<file path="src/rtl/cnn_layer_accel_pixel_fetch_if.sv">
// ---------------------------------------------------------------------------
// cnn_layer_accel_pixel_fetch_if
// Bundles the three handshake/bus groups of the pixel fetch block:
//   job_fetch_*   row request / ack / complete handshake with the consumer
//   mem_rd_*      word read port (data returns one cycle after mem_rd_en)
//   pixel_*       valid/ready word stream to the consumer
// modport master : the fetch block side
// modport slave  : memory + consumer side
// ---------------------------------------------------------------------------
interface cnn_layer_accel_pixel_fetch_if #(
    parameter int C_PIXEL_WIDTH = 16,
    parameter int C_NUM_LANES   = 8,
    parameter int C_ADDR_WIDTH  = 16
);
    localparam int W = C_PIXEL_WIDTH * C_NUM_LANES;

    logic                    job_fetch_request;
    logic                    job_fetch_ack;
    logic                    job_fetch_complete;
    logic                    mem_rd_en;
    logic [C_ADDR_WIDTH-1:0] mem_rd_addr;
    logic [W-1:0]            mem_rd_data;
    logic                    pixel_valid;
    logic                    pixel_ready;
    logic [W-1:0]            pixel_data;

    modport master (
        input  job_fetch_request, mem_rd_data, pixel_ready,
        output job_fetch_ack, job_fetch_complete, mem_rd_en, mem_rd_addr,
               pixel_valid, pixel_data
    );

    modport slave (
        output job_fetch_request, mem_rd_data, pixel_ready,
        input  job_fetch_ack, job_fetch_complete, mem_rd_en, mem_rd_addr,
               pixel_valid, pixel_data
    );
endinterface

</file>
<file path="src/rtl/cnn_layer_accel_pixel_fetch.sv">
// ---------------------------------------------------------------------------
// cnn_layer_accel_pixel_fetch
// Streams a frame of depth-packed pixel words out of memory one row per
// downstream request. Each row is read in address order into a small buffer
// and handed out on a valid/ready stream.
// Ports:
//   clk_if, rst      clock, synchronous active-high reset
//   start, cfg_*     frame launch; cfg sampled with start while idle
//   busy, done       frame in progress / one-cycle frame-finished pulse
//   bus (master)     row handshake, memory read port, pixel stream
// ---------------------------------------------------------------------------
module cnn_layer_accel_pixel_fetch #(
    parameter int C_PIXEL_WIDTH = 16,
    parameter int C_NUM_LANES   = 8,
    parameter int C_ADDR_WIDTH  = 16,
    parameter int C_FIFO_DEPTH  = 4
) (
    input  logic                    clk_if,
    input  logic                    rst,
    input  logic                    start,
    input  logic [9:0]              cfg_num_rows,
    input  logic [9:0]              cfg_num_cols,
    input  logic [C_ADDR_WIDTH-1:0] cfg_base_addr,
    output logic                    busy,
    output logic                    done,
    cnn_layer_accel_pixel_fetch_if.master bus
);
    localparam int W  = C_PIXEL_WIDTH * C_NUM_LANES;
    localparam int PW = $clog2(C_FIFO_DEPTH);
    localparam int CW = PW + 1;

    typedef enum logic [2:0] {S_IDLE, S_WAIT_REQ, S_ACK, S_STREAM, S_COMPLETE} state_t;

    state_t                  state_q, state_d;
    logic [9:0]              rows_q, rows_d, cols_q, cols_d;
    logic [9:0]              row_q, row_d;
    logic [C_ADDR_WIDTH-1:0] row_base_q, row_base_d;  // base + row*(cols+1), kept incrementally
    logic [10:0]             col_q, col_d;            // reads issued in this row
    logic [9:0]              xfer_q, xfer_d;          // words handed out in this row
    logic                    inflight_q, inflight_d;  // read issued last cycle, data due now
    logic [CW-1:0]           count_q, count_d;
    logic [PW-1:0]           wr_ptr_q, wr_ptr_d, rd_ptr_q, rd_ptr_d;
    logic [W-1:0]            fifo_q [C_FIFO_DEPTH];
    logic [W-1:0]            fifo_d [C_FIFO_DEPTH];

    logic                    rd_en, valid, pop;
    logic [CW-1:0]           occ;
    logic [C_ADDR_WIDTH-1:0] rd_addr;

    always_comb begin
        state_d    = state_q;
        rows_d     = rows_q;
        cols_d     = cols_q;
        row_d      = row_q;
        row_base_d = row_base_q;
        col_d      = col_q;
        xfer_d     = xfer_q;
        rd_en      = 1'b0;
        occ        = count_q + CW'(inflight_q);
        rd_addr    = row_base_q + C_ADDR_WIDTH'(col_q);
        // Stream is gated by state so nothing escapes outside a row.
        valid      = (state_q == S_STREAM) && (count_q != '0);
        pop        = valid && bus.pixel_ready;

        case (state_q)
            S_IDLE: begin
                if (start) begin
                    rows_d     = cfg_num_rows;
                    cols_d     = cfg_num_cols;
                    row_d      = '0;
                    row_base_d = cfg_base_addr;
                    state_d    = S_WAIT_REQ;
                end
            end
            S_WAIT_REQ: begin
                if (bus.job_fetch_request) state_d = S_ACK;
            end
            S_ACK: begin
                col_d   = '0;
                xfer_d  = '0;
                state_d = S_STREAM;
            end
            S_STREAM: begin
                // Buffer slots are reserved at issue time so returning data
                // always has a place to land, whatever pixel_ready does.
                rd_en = (col_q <= {1'b0, cols_q}) && (occ < CW'(C_FIFO_DEPTH));
                if (rd_en) col_d = col_q + 11'd1;
                if (pop) begin
                    if (xfer_q == cols_q) state_d = S_COMPLETE;
                    else                  xfer_d  = xfer_q + 10'd1;
                end
            end
            S_COMPLETE: begin
                if (row_q == rows_q) begin
                    state_d = S_IDLE;
                end else begin
                    row_d      = row_q + 10'd1;
                    row_base_d = row_base_q + C_ADDR_WIDTH'({1'b0, cols_q} + 11'd1);
                    state_d    = S_WAIT_REQ;
                end
            end
            default: state_d = S_IDLE;
        endcase

        inflight_d = rd_en;
        fifo_d     = fifo_q;
        wr_ptr_d   = wr_ptr_q;
        rd_ptr_d   = rd_ptr_q;
        if (inflight_q) begin
            fifo_d[wr_ptr_q] = bus.mem_rd_data;
            wr_ptr_d         = wr_ptr_q + PW'(1);
        end
        if (pop) rd_ptr_d = rd_ptr_q + PW'(1);
        count_d = count_q + CW'(inflight_q) - CW'(pop);
    end

    always_ff @(posedge clk_if) begin
        if (rst) begin
            state_q    <= S_IDLE;
            rows_q     <= '0;
            cols_q     <= '0;
            row_q      <= '0;
            row_base_q <= '0;
            col_q      <= '0;
            xfer_q     <= '0;
            inflight_q <= 1'b0;  // late read data after reset is dropped
            count_q    <= '0;
            wr_ptr_q   <= '0;
            rd_ptr_q   <= '0;
        end else begin
            state_q    <= state_d;
            rows_q     <= rows_d;
            cols_q     <= cols_d;
            row_q      <= row_d;
            row_base_q <= row_base_d;
            col_q      <= col_d;
            xfer_q     <= xfer_d;
            inflight_q <= inflight_d;
            count_q    <= count_d;
            wr_ptr_q   <= wr_ptr_d;
            rd_ptr_q   <= rd_ptr_d;
        end
    end

    // Storage needs no reset: emptiness is carried by the pointers/count.
    always_ff @(posedge clk_if) begin
        fifo_q <= fifo_d;
    end

    assign busy                   = (state_q != S_IDLE);
    assign done                   = (state_q == S_COMPLETE) && (row_q == rows_q);
    assign bus.job_fetch_ack      = (state_q == S_ACK);
    assign bus.job_fetch_complete = (state_q == S_COMPLETE);
    assign bus.mem_rd_en          = rd_en;
    assign bus.mem_rd_addr        = rd_en ? rd_addr : '0;
    assign bus.pixel_valid        = valid;
    assign bus.pixel_data         = fifo_q[rd_ptr_q];
endmodule
</file>
<file path="src/flat_wrapper.sv">
// flat-port wrapper written by rule: the top's interface ports become plain ports
module cnn_layer_accel_pixel_fetch_flat 
#(
    parameter int C_PIXEL_WIDTH = 16,
    parameter int C_NUM_LANES   = 8,
    parameter int C_ADDR_WIDTH  = 16,
    parameter int C_FIFO_DEPTH  = 4
)
  (clk_if, rst, start, cfg_num_rows, cfg_num_cols, cfg_base_addr, busy, done, bus_job_fetch_request, bus_mem_rd_data, bus_pixel_ready, bus_job_fetch_ack, bus_job_fetch_complete, bus_mem_rd_en, bus_mem_rd_addr, bus_pixel_valid, bus_pixel_data);
  cnn_layer_accel_pixel_fetch_if #(.C_PIXEL_WIDTH(C_PIXEL_WIDTH), .C_NUM_LANES(C_NUM_LANES), .C_ADDR_WIDTH(C_ADDR_WIDTH)) bus_i ();
  input  logic clk_if;
  input  logic rst;
  input  logic start;
  input  logic [9:0] cfg_num_rows;
  input  logic [9:0] cfg_num_cols;
  input  logic [C_ADDR_WIDTH-1:0] cfg_base_addr;
  output logic busy;
  output logic done;
  input wire logic [$bits(bus_i.job_fetch_request)-1:0] bus_job_fetch_request;
  input wire logic [$bits(bus_i.mem_rd_data)-1:0] bus_mem_rd_data;
  input wire logic [$bits(bus_i.pixel_ready)-1:0] bus_pixel_ready;
  output wire logic [$bits(bus_i.job_fetch_ack)-1:0] bus_job_fetch_ack;
  output wire logic [$bits(bus_i.job_fetch_complete)-1:0] bus_job_fetch_complete;
  output wire logic [$bits(bus_i.mem_rd_en)-1:0] bus_mem_rd_en;
  output wire logic [$bits(bus_i.mem_rd_addr)-1:0] bus_mem_rd_addr;
  output wire logic [$bits(bus_i.pixel_valid)-1:0] bus_pixel_valid;
  output wire logic [$bits(bus_i.pixel_data)-1:0] bus_pixel_data;
  assign bus_i.job_fetch_request = bus_job_fetch_request;
  assign bus_i.mem_rd_data = bus_mem_rd_data;
  assign bus_i.pixel_ready = bus_pixel_ready;
  assign bus_job_fetch_ack = bus_i.job_fetch_ack;
  assign bus_job_fetch_complete = bus_i.job_fetch_complete;
  assign bus_mem_rd_en = bus_i.mem_rd_en;
  assign bus_mem_rd_addr = bus_i.mem_rd_addr;
  assign bus_pixel_valid = bus_i.pixel_valid;
  assign bus_pixel_data = bus_i.pixel_data;
  cnn_layer_accel_pixel_fetch #(.C_PIXEL_WIDTH(C_PIXEL_WIDTH), .C_NUM_LANES(C_NUM_LANES), .C_ADDR_WIDTH(C_ADDR_WIDTH), .C_FIFO_DEPTH(C_FIFO_DEPTH)) u_core (.clk_if(clk_if), .rst(rst), .start(start), .cfg_num_rows(cfg_num_rows), .cfg_num_cols(cfg_num_cols), .cfg_base_addr(cfg_base_addr), .busy(busy), .done(done), .bus(bus_i));
endmodule
</file>
<file path="config.mk">
export PLATFORM = sky130hd
export DESIGN_NAME = cnn_layer_accel_pixel_fetch_flat
export DESIGN_NICKNAME = d
export VERILOG_FILES = /design/src/rtl/cnn_layer_accel_pixel_fetch_if.sv /design/src/rtl/cnn_layer_accel_pixel_fetch.sv /design/src/flat_wrapper.sv
export SDC_FILE = /design/constraint.sdc
export NUM_CORES = 1
export LEC_CHECK = 0
export BUFFER_PORTS_ARGS = -buffer_cell sky130_fd_sc_hd__buf_2
export CAP_MARGIN = 15
export CORE_MARGIN = 2
export CORE_UTILIZATION = 60
export CTS_CLUSTER_DIAMETER = 50
export CTS_CLUSTER_SIZE = 28
export DETAILED_ROUTE_END_ITERATION = 10
export GPL_TIMING_DRIVEN = 0
export PLACE_DENSITY_LB_ADDON = 0.1
export SYNTH_ARGS = -nofsm -noshare
export SYNTH_HDL_FRONTEND = slang
export SYNTH_SLANG_ARGS = --single-unit
</file>
<file path="constraint.sdc">
create_clock -name clk_if -period 7.2 [get_ports clk_if]
set_clock_uncertainty 0.1 [all_clocks]
set_input_delay 0.36 -clock clk_if [delete_from_list [all_inputs] [get_ports clk_if]]
set_output_delay 0.36 -clock clk_if [all_outputs]
set_load 0.01 [all_outputs]
</file>
# Yosys cells after proc, flatten, opt, wreduce, memory -nomap -nowiden
# Cells that the tools add are included.
[totals]
register_bits = 590
latchBits = 0
ram_bits = 0
rom_bits = 0
output_inout_bits = 150
elab_cells = 85
mem_count = 0
[classes]
addsub = 10
n_mul = 0
n_div = 0
magnitude_cmp = 5
n_eq_ne = 13
shifts = 0
mux = 25
bitwise = 2
n_reduce_logical = 15
[op_table]
columns = ["operator", "count"]
rows = [
  ["$bwmux 512", 1],
  ["$mux 128", 3],
  ["$bmux 128 s2", 1],
  ["$demux 128 s2", 1],
  ["$mux 16", 3],
  ["$mux 10", 4],
  ["$pmux 10 s2", 2],
  ["$pmux 16 s2", 1],
  ["$pmux 11 s2", 1],
  ["$add 10x1->10 const B", 2],
  ["$eq 10x10->1", 2],
  ["$add 16x11->16", 1],
  ["$add 16x16->16", 1],
  ["$pmux 3 s5", 1],
  ["$mux 3", 4],
  ["$ne 2x2->1 const B", 6],
  ["$add 10x1->11 const B", 1],
  ["$add 11x1->11 const B", 1],
  ["$le 11x10->1", 1],
  ["$mux 11", 1],
  ["$eq 3x2->1 const B", 2],
  ["$ge 3x3->1 const B", 2],
  ["$not 2->3", 2],
  ["$reduce_and 3->1", 2],
  ["other kinds (15)", 24],
]

# Depth between registers and ports, before layout
# Gate-level depths: netlist of run 1.
[logic_depth]
depth_word = 6
depth_mapped = 13

# Least setup slack after synthesis of run 1
# No wires, ideal clock.
[synth_path]
kind = "flip-flop to flip-flop"
start = "register u_core.wr_ptr_q[0] (netlist name)"
end = "register u_core.fifo_q[384] in the netlist's numbering, enable pin"
setup_time_ps = 502
t_arrival_ps = 3480
required_ps = 6598
slack_ps = 3118
stages_incl_launch_ff = 4
n_path_buf = 0
period_less_slack_ps = 4082
cell_sequence = "dfxtp_1 inv_1 ha_1 and2_1"
[synth_lines]
columns = ["element", "line", "source"]
rows = [
  ["end signal, assigned", "cnn_layer_accel_pixel_fetch.sv:147", "fifo_q <= fifo_d;"],
  ["end, declared", "cnn_layer_accel_pixel_fetch.sv:43", "logic [W-1:0] fifo_q [C_FIFO_DEPTH];"],
]

# Worst setup path in the final report of run 1
[layout_path]
start = "register u_core.cols_q[1]"
end = "output port bus_mem_rd_addr[3]"
[layout_between]
elab_chain_cells = 4
[layout_rtl]
columns = ["element", "line", "source"]
rows = [
  ["start, declared", "cnn_layer_accel_pixel_fetch.sv:35", "logic [9:0] rows_q, rows_d, cols_q, cols_d;"],
  ["start signal, assigned", "cnn_layer_accel_pixel_fetch.sv:133", "cols_q <= cols_d;"],
  ["$le 11x10->1", "cnn_layer_accel_pixel_fetch.sv:86", "rd_en = (col_q <= {1'b0, cols_q}) && (occ < CW'(C_FIFO_DEPTH));"],
  ["$logic_and 1x1->1", "cnn_layer_accel_pixel_fetch.sv:86", ""],
  ["$mux 1", "cnn_layer_accel_pixel_fetch.sv:65", "case (state_q)"],
  ["$mux 16", "cnn_layer_accel_pixel_fetch.sv:155", "assign bus.mem_rd_addr = rd_en ? rd_addr : '0;"],
  ["end, declared", "flat_wrapper.sv:25", "output wire logic [$bits(bus_i.mem_rd_addr)-1:0] bus_mem_rd_addr;"],
]
# Every way passes these cells.

==> results of run 1 <==
==> sequential cells by signal, summed over array words and instances (netlist names) <==
name and count:
u_core.fifo_q 512, u_core.xfer_q 10, u_core.count_q 3, u_core.state_q 3, u_core.inflight_q 1, u_core.rd_ptr_q 2
u_core.row_base_q 16, u_core.col_q 11, u_core.cols_q 10, u_core.wr_ptr_q 2, u_core.row_q 10, u_core.rows_q 10
==> metrics by stage <==
stage | total power [µW] | hold slack, ns | worst slack, ns
floorplan | 4150 | 0.348 | 3.12
finish | 7010 | 0.0282 | 3.23
global placement | 4330 | 0.355 | 0.859
detailed placement | 4340 | 0.362 | 3.82
CTS | 7060 | 0.00549 | 3.23
global route | 7260 | 0.0279 | 3.00
==> cell families (layout without fill, tap and decap cells) <==
group,count (synthesis),in the layout,synth area share
flip-flops,590,590,0.709
AND/OR/NAND/NOR,281,281,0.0559
AO/OA/AOI/OAI,159,159,0.0466
multiplexers,136,136,0.124
buffers and inverters,97,665,0.0164
XOR/XNOR,60,60,0.0220
adder cells (fa/ha/maj),48,48,0.0258
other,0,6,0
==> cells in the mapped netlist (3+ instances only) <==
cell,number
a211oi_1,12
a21o_1,9
a21oi_1,50
a311oi_1,8
a31oi_1,11
a41o_1,3
and2_1,14
and3_1,9
and4_1,4
buf_1,8
buf_2,15
clkbuf_1,33
dfxtp_1,78
edfxtp_1,512
ha_1,46
inv_1,38
mux2i_1,7
mux4_2,128
nand2_1,94
nand2b_1,5
nand3_1,26
nand4_1,11
nand4b_1,3
nor2_1,68
nor2b_1,4
nor3_1,22
nor4_1,5
o211ai_1,10
o21a_1,3
o21ai_0,21
o221ai_1,3
or3_1,10
xnor2_1,43
xor2_1,17
==> metal layers <==
metal  track usage  up-vias  part of all wire
met3        0.0591       67             0.069
met2         0.433      510              0.49
li1              -     6515                 -
met5             0        -                 0
met1         0.358     7153              0.42
met4        0.0722        0             0.022
==> worst paths after layout <==
| kind | startpoint | endpoint | slack, ns | cells after the start |
|---|---|---|---|---|
| worst max-delay path | u_core.cols_q[1]$_SDFFE_PP0P_ | bus_mem_rd_addr[3] | 3.23 | 10 |
| worst min-delay path | cfg_base_addr[13] | u_core.row_base_q[13]$_SDFFE_PP0P_ | 0.03 | 3 |
| worst max register to register | u_core.cols_q[2]$_SDFFE_PP0P_ | u_core.row_base_q[14]$_SDFFE_PP0P_ | 3.77 | 12 |
| worst min register to register | u_core.rows_q[9]$_SDFFE_PP0P_ | u_core.rows_q[9]$_SDFFE_PP0P_ | 0.37 | 2 |
==> area by class of cell <==
cell class | instances | share of cell area
antenna | 6 | 0.000507
buffer | 57 | 0.00799
clock buffer | 46 | 0.0382
clock inverter | 35 | 0.0169
inverter | 40 | 0.00524
multi-input combinational | 684 | 0.222
sequential | 590 | 0.572
tap | 525 | 0.0222
timing repair buffer | 487 | 0.116
==> worst min-delay path, stage by stage <==
cell	delay, ns
buf_2	0.10
a21oi_1	0.12
a311oi_1	0.09
==> power breakdown <==
group          switching, µW  internal, µW  total [µW]
Combinational            301           240         540
Sequential              43.2          3760        3800
Clock                   1300          1370        2670
==> what timing repair did <==
item | 4_1_cts | 5_1_grt
hold buffers | 161 | 0
setup buffers | 0 | 0
endpoints found under the hold margin | 545 | 0
==> flow_metrics.py, run 1 <==
metrics = {
    "cts": {
        "clockRootBuffer": "clkbuf_16",
        "cts_tree": "yes",
        "cts_resized": 0,
        "cts.clk_slew.worst_paths_ns": 0.08,
        "cts_max_level": 2,
        "cts.path.max_buffers": 3,
        "worst_skew_pair.late_latency_ns": 0.59,
        "clock-sinks": 590,
        "tritoncts.num_buffers": 44,
    },
    "placed_design": {
        "cell_area_after_placement_um2": 26400,
        "place_inst": 2222,
        "dpl.hpwl_um": 34400,
        "io_buffers": 318,
        "gp_congestion": 0.877,
    },
    "finish": {
        "commonest_cells_after_routing_fill_and_taps_aside": "edfxtp_1 (512), buf_2 (333), dlygate4sd3_1 (161), mux4_2 (128), nand2_1 (94)",
        "fillers": 2357,
        "layout.core_utilization": 0.749,
        "drive_gt1_frac": 0.291,
        "non_filler_cell_area_final_um2": 29600,
        "flow.area_growth_from_synthesis_pct": 24.0,
        "post_route_insts_no_fill": 2470,
        "layout_commonest_cell": "edfxtp_1",
        "area_taken_by_multi_input_logic_gates_um2": 6560,
        "area.sequential_um2": 16900,
        "nets": 2121,
    },
    "die": {
        "initial_util": 0.604,
        "core-area_um2": 39500,
        "io-pin-count": 319,
        "design.die.area_um2": 41400,
        "fp-row-count": 73,
        "dieWidth_um": 203,
        "floorplan.die.height_um": 203,
    },
    "power_and_ir_drop": {
        "worst_ir_drop_vdd_v": 0.000236,
        "cellLeakagePower_uw": 0.0104,
        "power_density_nw_per_um2": 237,
    },
    "timing": {
        "final-hold-violation-count": 0,
        "tightestPinTransition_ns": 0.905,
        "min_period_ns": 3.97,
        "fmax_ghz": 0.252,
        "finalSetupViolCount": 0,
        "slew-limit-headroom": 0.397,
        "post-route-period-util": 0.552,
        "timing_max_transition_violations_final": 0,
        "fin_tns_setup_ns": 0,
        "rsz0062_at_grt": "false",
    },
    "outcome": {
        "run_status": "finished, final reports clean",
    },
    "worst_setup_path": {
        "critPathMaxFanout": 10,
        "critical-path-top-delay-family": "compound AO/OA/AOI/OAI gates",
        "critical_path_buf_inv_count": 3,
        "path_cells": "inv_1 > ha_1 > nor2b_1 > o21ai_0 > a21oi_1 > o31ai_2 > nand3_1 > clkbuf_1 > nor3_1 > buf_2",
        "crit_required_ns": 6.74,
        "cp-end-kind": "output pin",
        "critical_path_class": "flop to output pin",
        "timing.critical_path.slowest_cell_delay_ns": 0.58,
        "arrival_ns": 3.51,
        "worst_path_max_delay_cell": "o31ai_2",
        "start_kind": "flop",
    },
    "synth": {
        "synth_cell_type_count": 65,
        "synth_seq_cells": 590,
        "synth_enable_flop_cells": 512,
        "ys.flop_type": "edfxtp_1",
        "post-synth-top-area-fraction": 0.644,
        "mean_area_per_synthesized_cell_um2": 17.4,
        "synth_warnings": 0,
        "cell_type_with_the_largest_total_area_after_synthesis": "edfxtp_1",
        "post_synth_main_area_contributors": "edfxtp_1 (64%), mux4_2 (12%), dfxtp_1 (6.5%)",
        "synth_async_sr_flop_share": 0,
        "combined_area_of_all_synthesized_cells_um2": 23900,
        "synth.yosys.seq_area_share": 0.709,
        "synthCells": 1371,
        "synth.net_count": 1588,
    },
    "worst_hold_path": {
        "worst_hold_path_type": "primary input to flop",
    },
    "grt": {
        "grt_max_degree": 48,
        "grt-ovfl-total": 0,
        "grt_pass1_vias": 14667,
        "global_route.usage.total": 0.263,
        "initial_antenna_violation_count": 5,
        "grt_first_pass_wirelength_um": 82200,
    },
    "route": {
        "drt-wirelength-per-cell_um": 21.6,
        "finalWirelength_um": 53400,
        "post_route_antenna_net_violation_count": 0,
        "first_pass_iters": 5,
        "count_of_unresolved_drc_violations_after_routing": 0,
        "drt_first_iter_violations": 1029,
        "dr_total_vias": 14245,
        "post_drt_via_cell_ratio": 5.77,
    },
    "job": {
        "timing.max_cap.violations": 0,
    },
}
No activity file was read; power rests on OpenSTA's default activity.
==> run 2, diff against run 1 <==
Settings changed: CORE_UTILIZATION 60 to 52.
Clock period 7.2 ns to 3.4 ns, I/O delays scaled along.
==> run 2 against run 1 <==
Compared with the run above: sequential power up 110%; cell area up 0.96%; die area grew 15%; cell count up 3.6%; critical path depth fell by 1; count of clock-buffer cells in the layout rose by 7; register-to-register slack lost 3.5 ns; critical path type unchanged; largest cell class unchanged.
==> flow_metrics.py, run 2 (synthesis results as in run 1) <==
metrics = {
    "grt": {
        "grt-ovfl-total": 0,
        "grt_first_pass_wirelength_um": 82300,
        "grt_pass1_vias": 14613,
        "initial_antenna_violation_count": 2,
        "global_route.usage.total": 0.227,
        "grt_max_degree": 55,
    },
    "timing": {
        "post-route-period-util": 0.952,
        "timing_max_transition_violations_final": 0,
        "slew-limit-headroom": 0.417,
        "final_critical_path_setup_slack_ns": 0.164,
        "rsz0062_at_grt": "false",
        "min_period_ns": 3.24,
        "fmax_ghz": 0.309,
        "tightestPinTransition_ns": 0.874,
        "final-hold-violation-count": 0,
        "finalSetupViolCount": 0,
    },
    "finish": {
        "nets": 2133,
        "drive_gt1_frac": 0.299,
        "top_register": "u_core.fifo_q",
        "flip_flop_count_of_the_largest_register_after_layout": 512,
        "commonest_cells_after_routing_fill_and_taps_aside": "edfxtp_1 (512), buf_2 (333), dlygate4sd3_1 (168), mux4_2 (128), nand2_1 (94)",
        "flow.area_growth_from_synthesis_pct": 25.2,
        "layout_commonest_cell": "edfxtp_1",
        "biggestRegsByFlops": "u_core.fifo_q x512, u_core.row_base_q x16, u_core.col_q x11",
    },
    "die": {
        "core-area_um2": 45400,
        "dieWidth_um": 218,
        "io-pin-count": 319,
        "floorplan.die.height_um": 218,
        "fp-row-count": 78,
        "initial_util": 0.526,
        "design.die.area_um2": 47700,
    },
    "route": {
        "post_drt_via_cell_ratio": 5.53,
        "post_route_antenna_net_violation_count": 0,
        "first_pass_iters": 5,
        "drt-wirelength-per-cell_um": 21.1,
        "dr_total_vias": 14157,
        "count_of_unresolved_drc_violations_after_routing": 0,
        "drt_first_iter_violations": 989,
        "finalWirelength_um": 53900,
    },
    "worst_setup_path": {
        "crit_required_ns": 3.13,
        "regToRegSetupSlack_ns": 0.25,
        "arrival_ns": 2.97,
        "worst_r2r_startpoint": "u_core.cols_q[2]$_SDFFE_PP0P_",
        "critPathMaxFanout": 10,
        "cp-end-kind": "output pin",
        "timing.reg2reg.worst_path_depth": 12,
        "start_kind": "flop",
        "timing.rr.end": "u_core.row_base_q[11]$_SDFFE_PP0P_",
        "critical_path_class": "flop to output pin",
    },
    "worst_hold_path": {
        "worst_hold_startpoint": "bus_mem_rd_data[123]",
        "hold_path_depth": 2,
        "worst_hold_path_type": "primary input to flop",
        "hold_end": "u_core.fifo_q[379]$_DFFE_PP_",
    },
    "power_and_ir_drop": {
        "power_density_nw_per_um2": 506,
        "worst_ir_drop_vdd_v": 0.000421,
        "cellLeakagePower_uw": 0.0105,
        "total_power_uw": 15100,
    },
    "placed_design": {
        "gp_congestion": 0.881,
        "io_buffers": 318,
        "dpl.hpwl_um": 35300,
        "dpl_worst_slack_ns": -0.0258,
    },
    "cts": {
        "cts.path.max_buffers": 3,
        "clock-sinks": 590,
        "cts_max_level": 2,
        "clockRootBuffer": "clkbuf_16",
        "cts.clk_slew.worst_paths_ns": 0.08,
        "tritoncts.num_buffers": 50,
        "cts_tree": "yes",
        "worst_skew_pair.late_latency_ns": 0.60,
    },
    "outcome": {
        "run_status": "finished, final reports clean",
    },
    "job": {
        "timing.max_cap.violations": 0,
    },
}
-- run 2: changes by cell type in the layout (fill, tap and decap cells not counted), moves of 3 or more --
cell / change
diode_2: -4
clkbuf_1: -3
dlygate4sd3_1: +7
dfxtp_2: +4
dfxtp_1: -4
inv_6: +8
clkbuf_16: +6
inv_12: -3
-- run 2: layer usage --
layer,up-vias,global-route usage,share of wire
li1,6547,-,-
met1,7130,0.306,0.43
met2,410,0.377,0.49
met3,70,0.0486,0.063
met4,0,0.0644,0.021
met5,-,0,0
-- run 2: worst max-delay path, cell delays in order (launching register included) --
cell and delay, ns:
dfxtp_1 0.47, inv_1 0.14, ha_1 0.32, nand4_1 0.13, o31a_1 0.35, o31ai_4 0.08, nand3_1 0.14, clkbuf_2 0.25
nor3_1 0.29, buf_2 0.18
-- run 2: final cells by class --
class	count	area (µm²)
sequential	590	16900
fill	3236	15500
multi-input combinational	684	6590
timing repair buffer	495	3500
clock buffer	53	1280
tap	600	751
clock inverter	40	443
buffer	55	231
inverter	40	155
antenna	2	5.00
-- run 2: per-stage QoR --
| stage | setup TNS (ns) | hold WS (ns) | area [µm²] | util | instances |
|---|---|---|---|---|---|
| 3_5_place_dp | -0.0258 | 0.285 | 26500 | 0.583 | 2297 |
| 6_report | 0 | 0.210 | 29900 | 0.659 | 2559 |
| 5_1_grt | 0 | 0.205 | 29900 | 0.659 | 2559 |
| 3_3_place_gp | -279.36 | 0.280 | 26200 | 0.578 | 2289 |
| 2_1_floorplan | 0 | 0.169 | 23900 | - | 1371 |
| 4_1_cts | 0 | 0.173 | 29900 | 0.659 | 2559 |
-- run 2: report_power, final --
group	internal [µW]	switching [µW]	leakage (µW)
clock network	3060	2850	0.000830
registers	7970	98.0	0.00524
logic	521	647	0.00440
-- run 2: what timing repair did --
| action | 4_1_cts | 5_1_grt |
|---|---|---|
| hold buffers | 168 | 0 |
| endpoints found under the hold margin | 554 | 0 |
| buffers inserted | 1 | 0 |
| resized for setup | 4 | 6 |
| endpoints found under the setup margin | 20 | 10 |
| pin swaps | 1 | 0 |
-- run 2: how the worst max path moves through the flow --
stage / start / to / slack (ns) / cells after the start
after global routing: u_core.cols_q[8]$_SDFFE_PP0P_ / bus_mem_rd_addr[3] / 0.02 / 9
after floorplan: u_core.cols_q[2]$_SDFFE_PP0P_ / u_core.row_base_q[11]$_SDFFE_PP0P_ / 0.57 / 13
after CTS: u_core.cols_q[6]$_SDFFE_PP0P_ / bus_mem_rd_addr[3] / 0.01 / 10
after global placement: u_core.wr_ptr_q[0]$_SDFFE_PP0P_ / u_core.fifo_q[306]$_DFFE_PP_ / -0.58 / 2
after detailed placement: u_core.cols_q[2]$_SDFFE_PP0P_ / u_core.row_base_q[11]$_SDFFE_PP0P_ / -0.03 / 13
final: u_core.cols_q[6]$_SDFFE_PP0P_ / bus_mem_rd_addr[3] / 0.16 / 9
==> run 3, diff against run 2 <==
--- a/config.mk
+++ b/config.mk
@@ -9,5 +9,5 @@
 export CAP_MARGIN = 15
 export CORE_MARGIN = 2
-export CORE_UTILIZATION = 52
+export CORE_UTILIZATION = 58
 export CTS_CLUSTER_DIAMETER = 50
 export CTS_CLUSTER_SIZE = 28
@@ -15,4 +15,5 @@
 export GPL_TIMING_DRIVEN = 0
 export PLACE_DENSITY_LB_ADDON = 0.1
+export RECOVER_POWER = 25
 export SYNTH_ARGS = -nofsm -noshare
 export SYNTH_HDL_FRONTEND = slang
==> constraint.sdc (replaced) <==
create_clock -name clk_if -period 3.7 [get_ports clk_if]
set_clock_uncertainty 0.1 [all_clocks]
set_input_delay 0.555 -clock clk_if [delete_from_list [all_inputs] [get_ports clk_if]]
set_output_delay 0.555 -clock clk_if [all_outputs]
set_load 0.01 [all_outputs]
==> run 3 against run 2 <==
Compared with the run above: total power shrank 12%; combinational power shrank 22%; highest routed layer is now met5; first-iteration DRC count shrank 2.6%; die area shrank 10%; clock power shrank 15%; critical endpoint unchanged; critical path depth grew 1.
==> flow_metrics.py, run 3 (synthesis results as in run 1) <==
metrics = {
    "die": {
        "design.die.area_um2": 42800,
        "fp-row-count": 74,
        "initial_util": 0.586,
        "core-area_um2": 40700,
        "io-pin-count": 319,
        "floorplan.die.height_um": 207,
        "dieWidth_um": 207,
    },
    "grt": {
        "grt_max_degree": 55,
        "grt_first_pass_wirelength_um": 75700,
        "grt_pass1_vias": 13332,
        "initial_antenna_violation_count": 7,
        "global_route.usage.total": 0.236,
        "grt-ovfl-total": 0,
    },
    "worst_setup_path": {
        "crit_required_ns": 3.04,
        "critPathMaxFanout": 10,
        "critical_path_class": "flop to output pin",
        "cp-end-kind": "output pin",
        "timing.rr.end": "u_core.row_base_q[11]$_SDFFE_PP0P_",
        "regToRegSetupSlack_ns": 0.39,
        "timing.critical_path.slowest_cell_delay_ns": 0.43,
        "cp_capture_point": "bus_mem_rd_addr[3]",
        "worst_path_max_delay_cell": "dfxtp_1",
        "start_kind": "flop",
        "worstSetupStartpoint": "u_core.cols_q[4]$_SDFFE_PP0P_",
        "arrival_ns": 2.88,
        "worst_r2r_startpoint": "u_core.cols_q[2]$_SDFFE_PP0P_",
        "timing.reg2reg.worst_path_depth": 12,
        "path_cells": "inv_1 > ha_1 > a21o_1 > a21oi_1 > nor2b_1 > o31ai_4 > nand3_1 > clkbuf_4 > nor3_2 > buf_2",
    },
    "timing": {
        "tightestPinTransition_ns": 0.879,
        "slew-limit-headroom": 0.414,
        "final-hold-violation-count": 0,
        "finalSetupViolCount": 0,
        "timing_max_transition_violations_final": 0,
        "min_period_ns": 3.54,
        "post-route-period-util": 0.956,
        "fmax_ghz": 0.283,
        "final_critical_path_setup_slack_ns": 0.164,
    },
    "cts": {
        "cts_max_level": 2,
        "cts.path.max_buffers": 3,
        "clockRootBuffer": "clkbuf_16",
        "clock-sinks": 590,
        "cts.clk_slew.worst_paths_ns": 0.07,
        "cts_tree": "yes",
        "worst_skew_pair.late_latency_ns": 0.58,
        "tritoncts.num_buffers": 47,
    },
    "placed_design": {
        "dpl.hpwl_um": 34700,
        "cell_area_after_placement_um2": 26400,
        "io_buffers": 318,
        "dpl_worst_slack_ns": 0.209,
        "gp_congestion": 0.891,
    },
    "finish": {
        "biggestRegsByFlops": "u_core.fifo_q x512, u_core.row_base_q x16, u_core.col_q x11",
        "layout_commonest_cell": "edfxtp_1",
        "top_register": "u_core.fifo_q",
        "area_taken_by_multi_input_logic_gates_um2": 6600,
        "flow.area_growth_from_synthesis_pct": 16.6,
        "fillers": 2755,
        "area.sequential_um2": 16900,
        "flip_flop_count_of_the_largest_register_after_layout": 512,
        "commonest_cells_after_routing_fill_and_taps_aside": "edfxtp_1 (512), buf_2 (247), mux4_2 (128), clkbuf_1 (116), nand2_1 (94)",
        "nets": 1962,
        "drive_gt1_frac": 0.275,
        "non_filler_cell_area_final_um2": 27800,
    },
    "outcome": {
        "run_status": "finished, final reports clean",
    },
    "route": {
        "finalWirelength_um": 50800,
        "first_pass_iters": 7,
        "post_drt_via_cell_ratio": 5.83,
        "drt-wirelength-per-cell_um": 21.9,
        "dr_total_vias": 13498,
        "post_route_antenna_net_violation_count": 0,
        "count_of_unresolved_drc_violations_after_routing": 0,
        "drt_first_iter_violations": 963,
    },
    "worst_hold_path": {
        "worst_hold_path_type": "primary input to flop",
    },
    "power_and_ir_drop": {
        "power_density_nw_per_um2": 478,
        "worst_ir_drop_vdd_v": 0.000460,
        "cellLeakagePower_uw": 0.00945,
    },
    "job": {
        "timing.max_cap.violations": 0,
    },
}
run 3: cell count changes in the layout (fill, tap and decap cells not counted), moves of 2 or more:
cell,before,now
buf_2,333,247
bufinv_16,2,0
clkbuf_1,31,116
clkbuf_16,51,47
clkinv_8,8,4
dfxtp_1,74,77
dfxtp_2,4,1
dlygate4sd3_1,168,0
inv_12,0,3
run 3: how the worst min path moves through the flow:
stage                                              from                       endpoint  slack (ns)  cells past startpoint
after CTS                           bus_mem_rd_data[44]   u_core.fifo_q[428]$_DFFE_PP_        0.03                      1
after global placement    u_core.rows_q[0]$_SDFFE_PP0P_  u_core.rows_q[0]$_SDFFE_PP0P_        0.36                      2
final                              bus_mem_rd_data[121]   u_core.fifo_q[505]$_DFFE_PP_        0.08                      1
after global routing                bus_mem_rd_data[11]   u_core.fifo_q[395]$_DFFE_PP_        0.08                      1
after detailed placement  u_core.rows_q[5]$_SDFFE_PP0P_  u_core.rows_q[5]$_SDFFE_PP0P_        0.36                      2
after floorplan           u_core.rows_q[0]$_SDFFE_PP0P_  u_core.rows_q[0]$_SDFFE_PP0P_        0.35                      2
run 3: area by class of cell:
type,count,area share
antenna,3,0.000270
buffer,55,0.00849
clock buffer,50,0.0426
clock inverter,35,0.0125
inverter,40,0.00557
multi-input combinational,684,0.237
sequential,590,0.608
tap,532,0.0239
timing repair buffer,327,0.0615
run 3: timing repair:
action,in CTS,in global routing
pin swaps,1,0
gates resized for setup,4,13
setup buffers,1,0
setup endpoints to repair,40,18
hold buffers,0,0
run 3: per-stage QoR:
stage	setup TNS (ns)	hold slack [ns]	instances	utilization	power, µW
after global routing	-0.0193	0.0783	2314	0.683	13700
after global placement	-71.27	0.359	2221	0.642	8430
final	0	0.0848	2316	0.684	13300
after detailed placement	0	0.363	2229	0.647	8460
after CTS	0	0.0269	2315	0.686	13400
after floorplan	0	0.348	1371	-	8070
run 3: critical path: cells and delay by family (launching register included):
family | cells | cell delay, ns
AO/OA/AOI/OAI | 3 | 0.58
buffers and inverters | 3 | 0.53
AND/OR/NAND/NOR | 3 | 0.44
flip-flops | 1 | 0.43
adder cells (fa/ha/maj) | 1 | 0.30
run 3: per-layer routing:
layer / GRT usage / share of wire
met1: 0.326 / 0.42
met5: 0 / 0.0011
met4: 0.0745 / 0.023
met2: 0.379 / 0.48
met3: 0.0540 / 0.076
run 3: power by group:
part           internal (µW)  switching (µW)
Clock                   2480            2510
Combinational            351             558
Sequential              7320            87.0
Total                  10100            3150
